File: src/rtl/tx_channel_arbiter.sv
// tx_channel_arbiter
// Merges the AW (write-request) and AR (read-request) packet streams into a
// single TX stream. Whole packets are granted one at a time with round-robin
// fairness between the two sources, and a 2-entry skid buffer drives the
// merged output from flops.
//
// Ports
//   clk, resetn            : rising-edge clock, asynchronous active-low reset
//   aw_channel*            : write-request packet stream in, aw_channel_ready out
//   ar_channel*            : read-request packet stream in, ar_channel_ready out
//   dout*, dout_src        : merged stream out (dout_src 0 = AW, 1 = AR)
//   dout_valid, dout_ready : merged stream handshake
//   aw_pkt_cnt, ar_pkt_cnt : wrapping count of packets accepted per source
module tx_channel_arbiter #(
  parameter int CNT_W = 16
) (
  input  logic             clk,
  input  logic             resetn,
  input  logic [127:0]     aw_channel,
  input  logic [15:0]      aw_channel_keep,
  input  logic             aw_channel_last,
  input  logic [3:0]       aw_channel_connection_id,
  input  logic [12:0]      aw_channel_byte_num,
  input  logic             aw_channel_valid,
  output logic             aw_channel_ready,
  input  logic [127:0]     ar_channel,
  input  logic [15:0]      ar_channel_keep,
  input  logic             ar_channel_last,
  input  logic [3:0]       ar_channel_connection_id,
  input  logic [12:0]      ar_channel_byte_num,
  input  logic             ar_channel_valid,
  output logic             ar_channel_ready,
  output logic [127:0]     dout,
  output logic [15:0]      dout_keep,
  output logic             dout_last,
  output logic [3:0]       dout_connection_id,
  output logic [12:0]      dout_byte_num,
  output logic             dout_src,
  output logic             dout_valid,
  input  logic             dout_ready,
  output logic [CNT_W-1:0] aw_pkt_cnt,
  output logic [CNT_W-1:0] ar_pkt_cnt
);

  // A beat is carried as {src, data, keep, last, connection_id, byte_num}.
  localparam int BEAT_W = 163;

  localparam logic [1:0] IDLE    = 2'd0;
  localparam logic [1:0] BUSY_AW = 2'd1;
  localparam logic [1:0] BUSY_AR = 2'd2;

  localparam logic [CNT_W-1:0] CNT_ONE = CNT_W'(1'b1);

  logic [1:0]        state_q, state_d;
  logic              prio_q, prio_d;        // 0 = AW holds priority, 1 = AR
  logic              rdy_en_q, rdy_en_d;    // keeps ready low until the first edge after reset
  logic [1:0]        occ_q, occ_d;          // skid buffer occupancy, 0..2
  logic [BEAT_W-1:0] head_q, head_d;        // entry presented on dout
  logic [BEAT_W-1:0] skid_q, skid_d;        // second entry, filled only under stall
  logic              dout_valid_q, dout_valid_d;
  logic [CNT_W-1:0]  aw_cnt_q, aw_cnt_d;
  logic [CNT_W-1:0]  ar_cnt_q, ar_cnt_d;

  logic              grant_ar_s;
  logic              sel_valid_s;
  logic              sel_last_s;
  logic              can_accept_s;
  logic              in_fire_s;
  logic              out_fire_s;
  logic [BEAT_W-1:0] in_beat_s;

  // Grant selection: locked while a packet is in flight, round-robin in IDLE.
  always_comb begin
    grant_ar_s = 1'b0;
    case (state_q)
      IDLE: begin
        if (aw_channel_valid && ar_channel_valid) begin
          grant_ar_s = prio_q;
        end else if (ar_channel_valid) begin
          grant_ar_s = 1'b1;
        end else if (aw_channel_valid) begin
          grant_ar_s = 1'b0;
        end else begin
          grant_ar_s = prio_q;
        end
      end
      BUSY_AW: grant_ar_s = 1'b0;
      BUSY_AR: grant_ar_s = 1'b1;
      default: grant_ar_s = 1'b0;
    endcase
  end

  // Input handshake and selected-beat mux.
  always_comb begin
    can_accept_s = rdy_en_q && (occ_q != 2'd2);
    sel_valid_s  = grant_ar_s ? ar_channel_valid : aw_channel_valid;
    sel_last_s   = grant_ar_s ? ar_channel_last : aw_channel_last;
    in_fire_s    = sel_valid_s && can_accept_s;
    out_fire_s   = dout_valid_q && dout_ready;
    if (grant_ar_s) begin
      in_beat_s = {1'b1, ar_channel, ar_channel_keep, ar_channel_last,
                   ar_channel_connection_id, ar_channel_byte_num};
    end else begin
      in_beat_s = {1'b0, aw_channel, aw_channel_keep, aw_channel_last,
                   aw_channel_connection_id, aw_channel_byte_num};
    end
  end

  assign aw_channel_ready = can_accept_s && !grant_ar_s;
  assign ar_channel_ready = can_accept_s && grant_ar_s;

  // Packet FSM, priority pointer and packet counters.
  always_comb begin
    state_d  = state_q;
    prio_d   = prio_q;
    aw_cnt_d = aw_cnt_q;
    ar_cnt_d = ar_cnt_q;
    rdy_en_d = 1'b1;
    // Every accepted last beat hands priority to the other source.
    if (in_fire_s && sel_last_s) begin
      prio_d = ~grant_ar_s;
      if (grant_ar_s) begin
        ar_cnt_d = ar_cnt_q + CNT_ONE;
      end else begin
        aw_cnt_d = aw_cnt_q + CNT_ONE;
      end
    end else begin
      prio_d = prio_q;
    end
    case (state_q)
      IDLE: begin
        // A single-beat packet never leaves IDLE.
        if (in_fire_s && !sel_last_s) begin
          state_d = grant_ar_s ? BUSY_AR : BUSY_AW;
        end else begin
          state_d = IDLE;
        end
      end
      BUSY_AW, BUSY_AR: begin
        if (in_fire_s && sel_last_s) begin
          state_d = IDLE;
        end else begin
          state_d = state_q;
        end
      end
      default: state_d = IDLE;
    endcase
  end

  // Two-entry skid buffer: head feeds dout, skid only fills when head stalls.
  always_comb begin
    occ_d  = occ_q;
    head_d = head_q;
    skid_d = skid_q;
    case (occ_q)
      2'd0: begin
        if (in_fire_s) begin
          head_d = in_beat_s;
          occ_d  = 2'd1;
        end else begin
          occ_d = 2'd0;
        end
      end
      2'd1: begin
        if (out_fire_s && in_fire_s) begin
          head_d = in_beat_s;
        end else if (out_fire_s) begin
          occ_d = 2'd0;
        end else if (in_fire_s) begin
          skid_d = in_beat_s;
          occ_d  = 2'd2;
        end else begin
          occ_d = 2'd1;
        end
      end
      2'd2: begin
        // Input ready is low here, so only a drain can happen.
        if (out_fire_s) begin
          head_d = skid_q;
          occ_d  = 2'd1;
        end else begin
          occ_d = 2'd2;
        end
      end
      default: occ_d = 2'd0;
    endcase
    dout_valid_d = (occ_d != 2'd0);
  end

  // State registers with asynchronous reset.
  always_ff @(posedge clk or negedge resetn) begin
    if (!resetn) begin
      state_q      <= IDLE;
      prio_q       <= 1'b0;
      rdy_en_q     <= 1'b0;
      occ_q        <= 2'd0;
      head_q       <= '0;
      skid_q       <= '0;
      dout_valid_q <= 1'b0;
      aw_cnt_q     <= '0;
      ar_cnt_q     <= '0;
    end else begin
      state_q      <= state_d;
      prio_q       <= prio_d;
      rdy_en_q     <= rdy_en_d;
      occ_q        <= occ_d;
      head_q       <= head_d;
      skid_q       <= skid_d;
      dout_valid_q <= dout_valid_d;
      aw_cnt_q     <= aw_cnt_d;
      ar_cnt_q     <= ar_cnt_d;
    end
  end

  assign dout_src           = head_q[162];
  assign dout               = head_q[161:34];
  assign dout_keep          = head_q[33:18];
  assign dout_last          = head_q[17];
  assign dout_connection_id = head_q[16:13];
  assign dout_byte_num      = head_q[12:0];
  assign dout_valid         = dout_valid_q;
  assign aw_pkt_cnt         = aw_cnt_q;
  assign ar_pkt_cnt         = ar_cnt_q;

endmodule

File: config.mk
export PLATFORM = sky130hd
export DESIGN_NAME = tx_channel_arbiter
export DESIGN_NICKNAME = d
export VERILOG_FILES = /design/src/rtl/tx_channel_arbiter.sv
export SDC_FILE = /design/constraint.sdc
export NUM_CORES = 1
export LEC_CHECK = 0
export BUFFER_PORTS_ARGS = -buffer_cell sky130_fd_sc_hd__buf_2
export CORE_AREA = 2 2 202 204
export DETAILED_ROUTE_END_ITERATION = 12
export DIE_AREA = 0 0 204 206
export GPL_TIMING_DRIVEN = 0
export PLACE_DENSITY = 0.73
export SETUP_SLACK_MARGIN = 0.3
export SYNTH_ARGS = -nofsm -noshare
export SYNTH_HDL_FRONTEND = slang
export SYNTH_SLANG_ARGS = --single-unit
File: constraint.sdc
create_clock -name clk -period 2.85 [get_ports clk]
set_input_delay 0.57 -clock clk [delete_from_list [all_inputs] [get_ports clk]]
set_output_delay 0.57 -clock clk [all_outputs]
set_load 0.01 [all_outputs]
After elaboration in Yosys (flattened, before gate mapping). Index checks and enable logic that the tools add are counted.

Input port bits: 329. Logic and storage cells: 64. Flip-flop bits (word level): 365. Output and inout port bits: 198.

Equality and inequality tests: 9. Bitwise gates (word level): 3. Muxes and demuxes: 21. Add/subtract/negate cells: 2. Reduce and logical (&&, ||, !) cells: 20.

Operator list (count): 163-bit two-way mux (4); 163-bit case mux with 3 select lines (1); 16-bit by 1-bit adder with 16-bit output (second input constant) (2); 2-bit two-way mux (7); 2-bit inequality test (second input constant) (5); 1-bit logical AND (9); 4-bit AND reduction (2); 1-bit two-way mux (6); 2-bit case mux with 3 select lines (1); 2-bit by 1-bit equality test with 1-bit output (second input constant) (2); 2-bit equality test (second input constant) (2); 2-bit logical NOT (2); 2-bit case mux with 2 select lines (1); 2-bit AND reduction (2); 1-bit NOT (3); 3-bit nonzero test (1); 1-bit logical NOT (2); 1-bit case mux with 2 select lines (1); 2-bit nonzero test (1); 2-bit OR reduction (1).

Longest topological paths before layout. Gate-level depths: netlist of the first run.

Depth after elaboration: 11. Mapped depth: 9. Gate-level depth less buffers: 6.

Least setup slack after synthesis of the first run. OpenSTA, ideal clock, no wires.

Kind: flip-flop to output port. Start: reg state_q[0]. End: out aw_channel_ready. Stages on the path, launching flop included: 8. Slack: 519 ps. Path buffers: 2. Data required time: 2280 ps. Data arrival time: 1761 ps. Cell sequence: dfrtp_1 > inv_1 > ha_1 > and3b_1 > a311oi_2 > buf_2 > buf_2 > and3_1.

Longest elaborated chain between the ends: 4. Elaborated cells on any way between the ends: 5. Those cells by class: 1 x eq/ne; 1 x mux; 3 x reduce/logical.

Ends and longest elaborated chain: from (decl) (RTL line 54) `logic [1:0] state_q, state_d;`; from (signal assigned) (RTL line 203) `state_q <= state_d;`; 2-bit equality test or 2-bit logical NOT (tied branches) (RTL line 75) `case (state_q)`; 1-bit case mux with 2 select lines * (RTL line 75); 1-bit logical NOT * (RTL line 109) `assign aw_channel_ready = can_accept_s && !grant_ar_s;`; 1-bit logical AND * (RTL line 109); to (decl) (RTL line 25) `output logic aw_channel_ready,`.

Mark *: on every way between the ends. The rest lies on a longest branch, timed or not.

Worst setup path after layout of the first run. Same ends and word-level chain as after synthesis.

==> results.toml, run 1 <==
[finish]
fin_area_um2 = 22400
layout_commonest_cell = "buf_2"
fin_util_pct = 55.8
final_layout_size_suffix_gt1_share_pct = 31.4
syn2layout_area_growth_pct = 30.7
nets = 2568
layout_common_cells = "553 x buf_2, 365 x dfrtp_1, 168 x nor2_1, 164 x a21oi_1, 164 x nor4b_1"
stdcell_count = 2802

[die]
core_area_um2 = 40200
die_area_um2 = 42000
die_w_um = 204
die_y_um = 206
start_util_pct = 42.7
ios = 527
row_count = 74

[global_route]
grt_pass1_wl_um = 92300
grt_usage_pct = 28.6
grt_pass1_vias = 16100
antenna_found_initial = 2
overflow = 0
grt_max_degree = 126

[route]
ant_nets = 0
finalWirelength_um = 61800
drcViolationCount = 0
vias_per_cell = 5.83
dr.first_iter.drc_count = 1330
firstDrtPassIters = 5
num_vias = 16300
wire_per_inst_um = 22.0

[clocking]
worst_skew_pair.late_latency_ns = 0.56
htreeDepth = 2
clock_sinks = 365
cts_tree = "yes"
cts_root_buf = "clkbuf_16"
clockBufferDepth = 3
clkTransAtPathRegs_ns = 0.06
cts_buffers = 41

[synth]
ys_seq_elements = 365
synth_top_area_share_pct = 53.2
synth_nets = 1987
synthTopCellsByArea = "dfrtp_1 53%, mux2i_1 9.6%, nor4b_1 8.4%, a31oi_1 5.9%, a21oi_1 4.8%"
syn_area_per_cell_um2 = 10.4
yosysSeqAreaShare_pct = 53.2
mappedNetlistArea_um2 = 17200
synth_area_leader_cell = "dfrtp_1"
synth_top_flop_cell = "dfrtp_1"
synth_edf_count = 0
synth_cell_types = 46
syn_inst = 1654
async_flop_share_pct = 100
ys_warn_count = 0

[hold_path]
hold_path.class = "input port to flop"

[power]
sequentialPowerShare_pct = 32.6
p_leak_uw = 0.0102
pwr_density_cell_nw_per_um2 = 1220
power_uw = 27300
swShare_pct = 41.0
pwr-share-comb_pct = 45.5
ir_drop_mv = 0.619
intPower_uw = 16100
pwr-share-clk_pct = 21.9
p_switching_uw = 11200

[sta]
finalCriticalPeriod_ns = 2.80
maxSlewViolCount = 0
slew-limit-headroom_pct = 38.3
clock_skew_ns = 0.0192
grt_setup_unrepaired = "true"
tns_ns = 0
tightest_slew_ns = 0.925
post-route-period-util_pct = 98.1
setup_viol = 0
clock.fmax_mhz = 358
hold_violations = 0

[critical_path]
worstSetupStartpointType = "flop"
cp.arrival_ns = 2.23
worstPathMaxFanout = 4
end_kind = "primary output"
crit_type = "flop to primary output"
critPathRequiredTime_ns = 2.28

[status]
run_status = "completed"

[placed_design]
io_buffers = 526
place_inst = 2715
dpl_cell_area_um2 = 20600
dp_hpwl_um = 44500
gp_congestion = 0.897

[flow_run]
cap_violations = 0
## cell usage after synthesis, types with 3 or more instances
master	n
a21oi_1	164
buf_4	15
and3_1	9
nand3_1	12
nand2_1	17
clkbuf_1	101
xnor2_1	12
buf_1	18
a31oi_1	162
xor2_1	18
ha_1	4
and2_1	3
dfrtp_1	365
mux2i_1	164
nand4_1	8
nor2_1	168
nand3b_1	3
o2111ai_1	3
nor4b_1	164
buf_2	34
nor3_1	6
o21ai_1	150
nor4_1	7
inv_1	5
o21ai_0	14
## registers in the layout, indices dropped and copies added (netlist names)
signal	cells
aw_pkt_cnt	16
ar_pkt_cnt	16
prio_q	1
rdy_en_q	1
head_q	163
skid_q	163
state_q	2
dout_valid	1
occ_q	2
## worst paths after layout
kind,startpoint,end,slack (ns),cells past startpoint
hold reg to reg,ar_pkt_cnt[15],ar_pkt_cnt[15],0.48,1
setup / recovery,state_q[0],aw_channel_ready,0.05,8
min in group asynchronous,resetn,head_q[150],0.37,2
hold / removal,ar_channel[107],head_q[141],0.31,3
setup reg to reg,state_q[0],skid_q[5],0.32,9
max in group asynchronous,resetn,head_q[42],1.00,4
## metrics by stage
step	worst slack (ns)	hold slack, ns
after floorplan	0.519	0.274
after global placement	-5.81	0.455
after detailed placement	-0.447	0.347
after CTS	0.0497	0.279
after global routing	-0.00168	0.319
final	0.0546	0.309
## logic make-up after synthesis
group	synth area share (%)
xor gates and xnor gates	1.53
AOI/OAI and AO/OA	16.2
adders and majority gates	0.292
and+or+nand+nor	14.7
DFF	53.2
other	0.0219
muxes	9.63
buffers and inverters	4.39
## critical path, stage by stage (launching register included)
cell and delay, ns:
dfrtp_1 0.36, inv_1 0.10, ha_4 0.19, and3b_2 0.21, a311oi_4 0.28, buf_6 0.16
buf_8 0.10, and3_4 0.18, buf_6 0.09
## power groups by stage
stage | Clock (µW) | Combinational (µW) | Sequential (µW)
floorplan | 0 | 6860 | 9170
global placement | 0 | 11500 | 8810
detailed placement | 0 | 11800 | 8900
CTS | 6040 | 12200 | 8830
global route | 6270 | 13400 | 9140
finish | 5970 | 12400 | 8880
## final cells by class
| type | instances | area (µm²) |
|---|---|---|
| plain buffers | 169 | 821 |
| fillers | 3501 | 17800 |
| inverters | 5 | 18.8 |
| clock buffers | 58 | 1220 |
| flip-flops and latches | 365 | 9130 |
| repair buffers | 538 | 2810 |
| multi-input cells | 1115 | 7440 |
| clock inverters | 18 | 307 |
| well taps | 532 | 666 |
| diodes | 2 | 5.00 |
## per-layer routing
| layer | routed length [µm] | GRT usage, % | up-vias |
|---|---|---|---|
| met5 | 0 | 0 | - |
| met4 | 2510 | 12.9 | 0 |
| met3 | 5280 | 5.55 | 125 |
| met2 | 30400 | 49.3 | 811 |
| met1 | 23600 | 34.8 | 8058 |
| li1 | - | - | 7332 |
## what timing repair did
action                                  CTS  global route
gates cloned                              0             0
endpoints found under the hold margin     1             0
resized for setup                        47            40
pin swaps                                 1             0
endpoints found under the setup margin  303           221
hold buffers                              1             0
setup buffers                             7             1
No activity file was read; power rests on OpenSTA's default activity.
==> run 2, diff against run 1 <==
==> constraint.sdc (replaced) <==
create_clock -name clk -period 2.85 [get_ports clk]
set_input_delay 0.57 -clock clk [delete_from_list [all_inputs] [get_ports clk]]
set_output_delay 0.57 -clock clk [all_outputs]
set_load 0.1 [all_outputs]
==> run 2 against run 1 <==
Against the previous run: clock skew shrank 0.0052 ns; sequential cell count is the same; worst setup slack lost 0.033 ns; sequential share of layout area grew 0.15 points; core utilization shrank 0.20 points; fmax shrank 1.2%; global-route usage grew 0.57 points; die area is the same; first-iteration DRC count shrank 2.3%.
==> results.toml, run 2 (same netlist as run 1, synthesis figures left out) <==
[status]
run_status = "completed"

[sta]
post-route-period-util_pct = 99.2
hold_slack_ns = 0.0640
grt_setup_unrepaired = "true"
hold_violations = 0
setup_viol = 0
clock_skew_ns = 0.0140
finalCriticalPeriod_ns = 2.83
clock.fmax_mhz = 354
slew-limit-headroom_pct = 38.3
tightest_slew_ns = 0.925
maxSlewViolCount = 0
tns_ns = 0

[die]
core_area_um2 = 40200
die_area_um2 = 42000
die_y_um = 206
ios = 527
die_w_um = 204
start_util_pct = 42.7
row_count = 74

[critical_path]
critPathTopFamily = "buffers and inverters"
worstPathMaxFanout = 4
slowest_stage = "dfrtp_1"
crit_chain = "inv_2, ha_4, and3b_2, a311oi_4, buf_6, buf_8, and3_4, buf_12"
max_stage_delay_ns = 0.39
crit_type = "flop to primary output"
cp.arrival_ns = 2.26
critPathRequiredTime_ns = 2.28
worstSetupStartpointType = "flop"
critPathBufInv = 4
end_kind = "primary output"

[finish]
fin_area_um2 = 22300
layout_commonest_cell = "buf_2"
syn2layout_area_growth_pct = 30.2
nets = 2571
layout_common_cells = "553 x buf_2, 365 x dfrtp_1, 167 x nor2_1, 164 x a21oi_1, 164 x nor4b_1"
final_layout_size_suffix_gt1_share_pct = 32.2
reg_top3 = "head_q: 163 flops, skid_q: 163 flops"
stdcell_count = 2795

[clocking]
clkTransAtPathRegs_ns = 0.06
cts_buffers = 40
htreeDepth = 2
cts_root_buf = "clkbuf_16"
clockBufferDepth = 3
worst_skew_pair.late_latency_ns = 0.55
clock_sinks = 365
cts_tree = "yes"

[global_route]
antenna_found_initial = 1
grt_usage_pct = 29.2
grt_pass1_wl_um = 94100
grt_pass1_vias = 16200
overflow = 0
grt_max_degree = 126

[route]
met1Wirelength_um = 24300
num_vias = 16500
vias_per_cell = 5.89
firstDrtPassIters = 5
dr.first_iter.drc_count = 1299
ant_nets = 0
finalWirelength_um = 63000
wl_met2_um = 31400
dr.max_layer_used = "met4"
wire_per_inst_um = 22.5
drcViolationCount = 0
dr_wl_met3_um = 5020

[placed_design]
dp_hpwl_um = 44900
place_inst = 2715
io_buffers = 526
dpl_cell_area_um2 = 20600
gp_congestion = 0.897

[flow_run]
cap_violations = 0

[hold_path]
hold_path.class = "input port to asynchronous set/reset pin"
[run 2: cell types whose count changed in the layout (fill, tap and decap cells not counted), moves of 3 or more]
cell / delta
clkbuf_1: -11
clkbuf_2: +9
mux2i_1: -9
mux2i_2: +6
clkbuf_8: -5
bufinv_16: -3
mux2i_4: +3
[run 2: what timing repair did]
| action | 4_1_cts | 5_1_grt |
|---|---|---|
| cloned | 0 | 0 |
| setup buffers | 9 | 4 |
| resized for setup | 51 | 87 |
| pin swaps | 1 | 0 |
| endpoints found under the setup margin | 312 | 276 |
| hold buffers | 0 | 0 |
| endpoints found under the hold margin | 0 | 0 |
[run 2: worst paths after layout]
path                                start                to  slack (ns)  cells after the start
max                            state_q[0]  aw_channel_ready        0.02                      8
min                                resetn    ar_pkt_cnt[11]        0.06                      2
max reg2reg                    state_q[0]         skid_q[4]        0.32                     10
min reg2reg                aw_pkt_cnt[15]    aw_pkt_cnt[15]        0.47                      1
max in group asynchronous          resetn        head_q[44]        1.62                      3
min in group clk           ar_channel[34]        head_q[68]        0.32                      3
[run 2: per-layer routing]
layer	up-vias	GRT usage, %
li1	7333	-
met5	-	0
met1	8159	35.5
met4	0	12.9
met3	118	6.04
met2	860	50.2
[run 2: layout make-up]
| type | count | area (µm²) |
|---|---|---|
| Antenna cell | 2 | 5.00 |
| Multi-Input combinational cell | 1115 | 7500 |
| Clock buffer | 52 | 1110 |
| Tap cell | 532 | 666 |
| Timing Repair Buffer | 542 | 2850 |
| Sequential cell | 365 | 9130 |
| Buffer | 169 | 863 |
| Fill cell | 3528 | 17800 |
| Inverter | 5 | 18.8 |
| Clock inverter | 13 | 198 |
[run 2: per-stage QoR]
| step | worst slack [ns] | utilization [%] |
|---|---|---|
| 3_3_place_gp | -5.78 | 50.9 |
| 5_1_grt | -0.0388 | 55.6 |
| 4_1_cts | 0.0381 | 55.0 |
| 6_report | 0.0218 | 55.6 |
| 3_5_place_dp | -0.353 | 51.2 |
| 2_1_floorplan | 0.218 | - |
Power of run 2 is not shown: default switching activity piles up to over one toggle a cycle in this logic, so the estimate is an artifact.
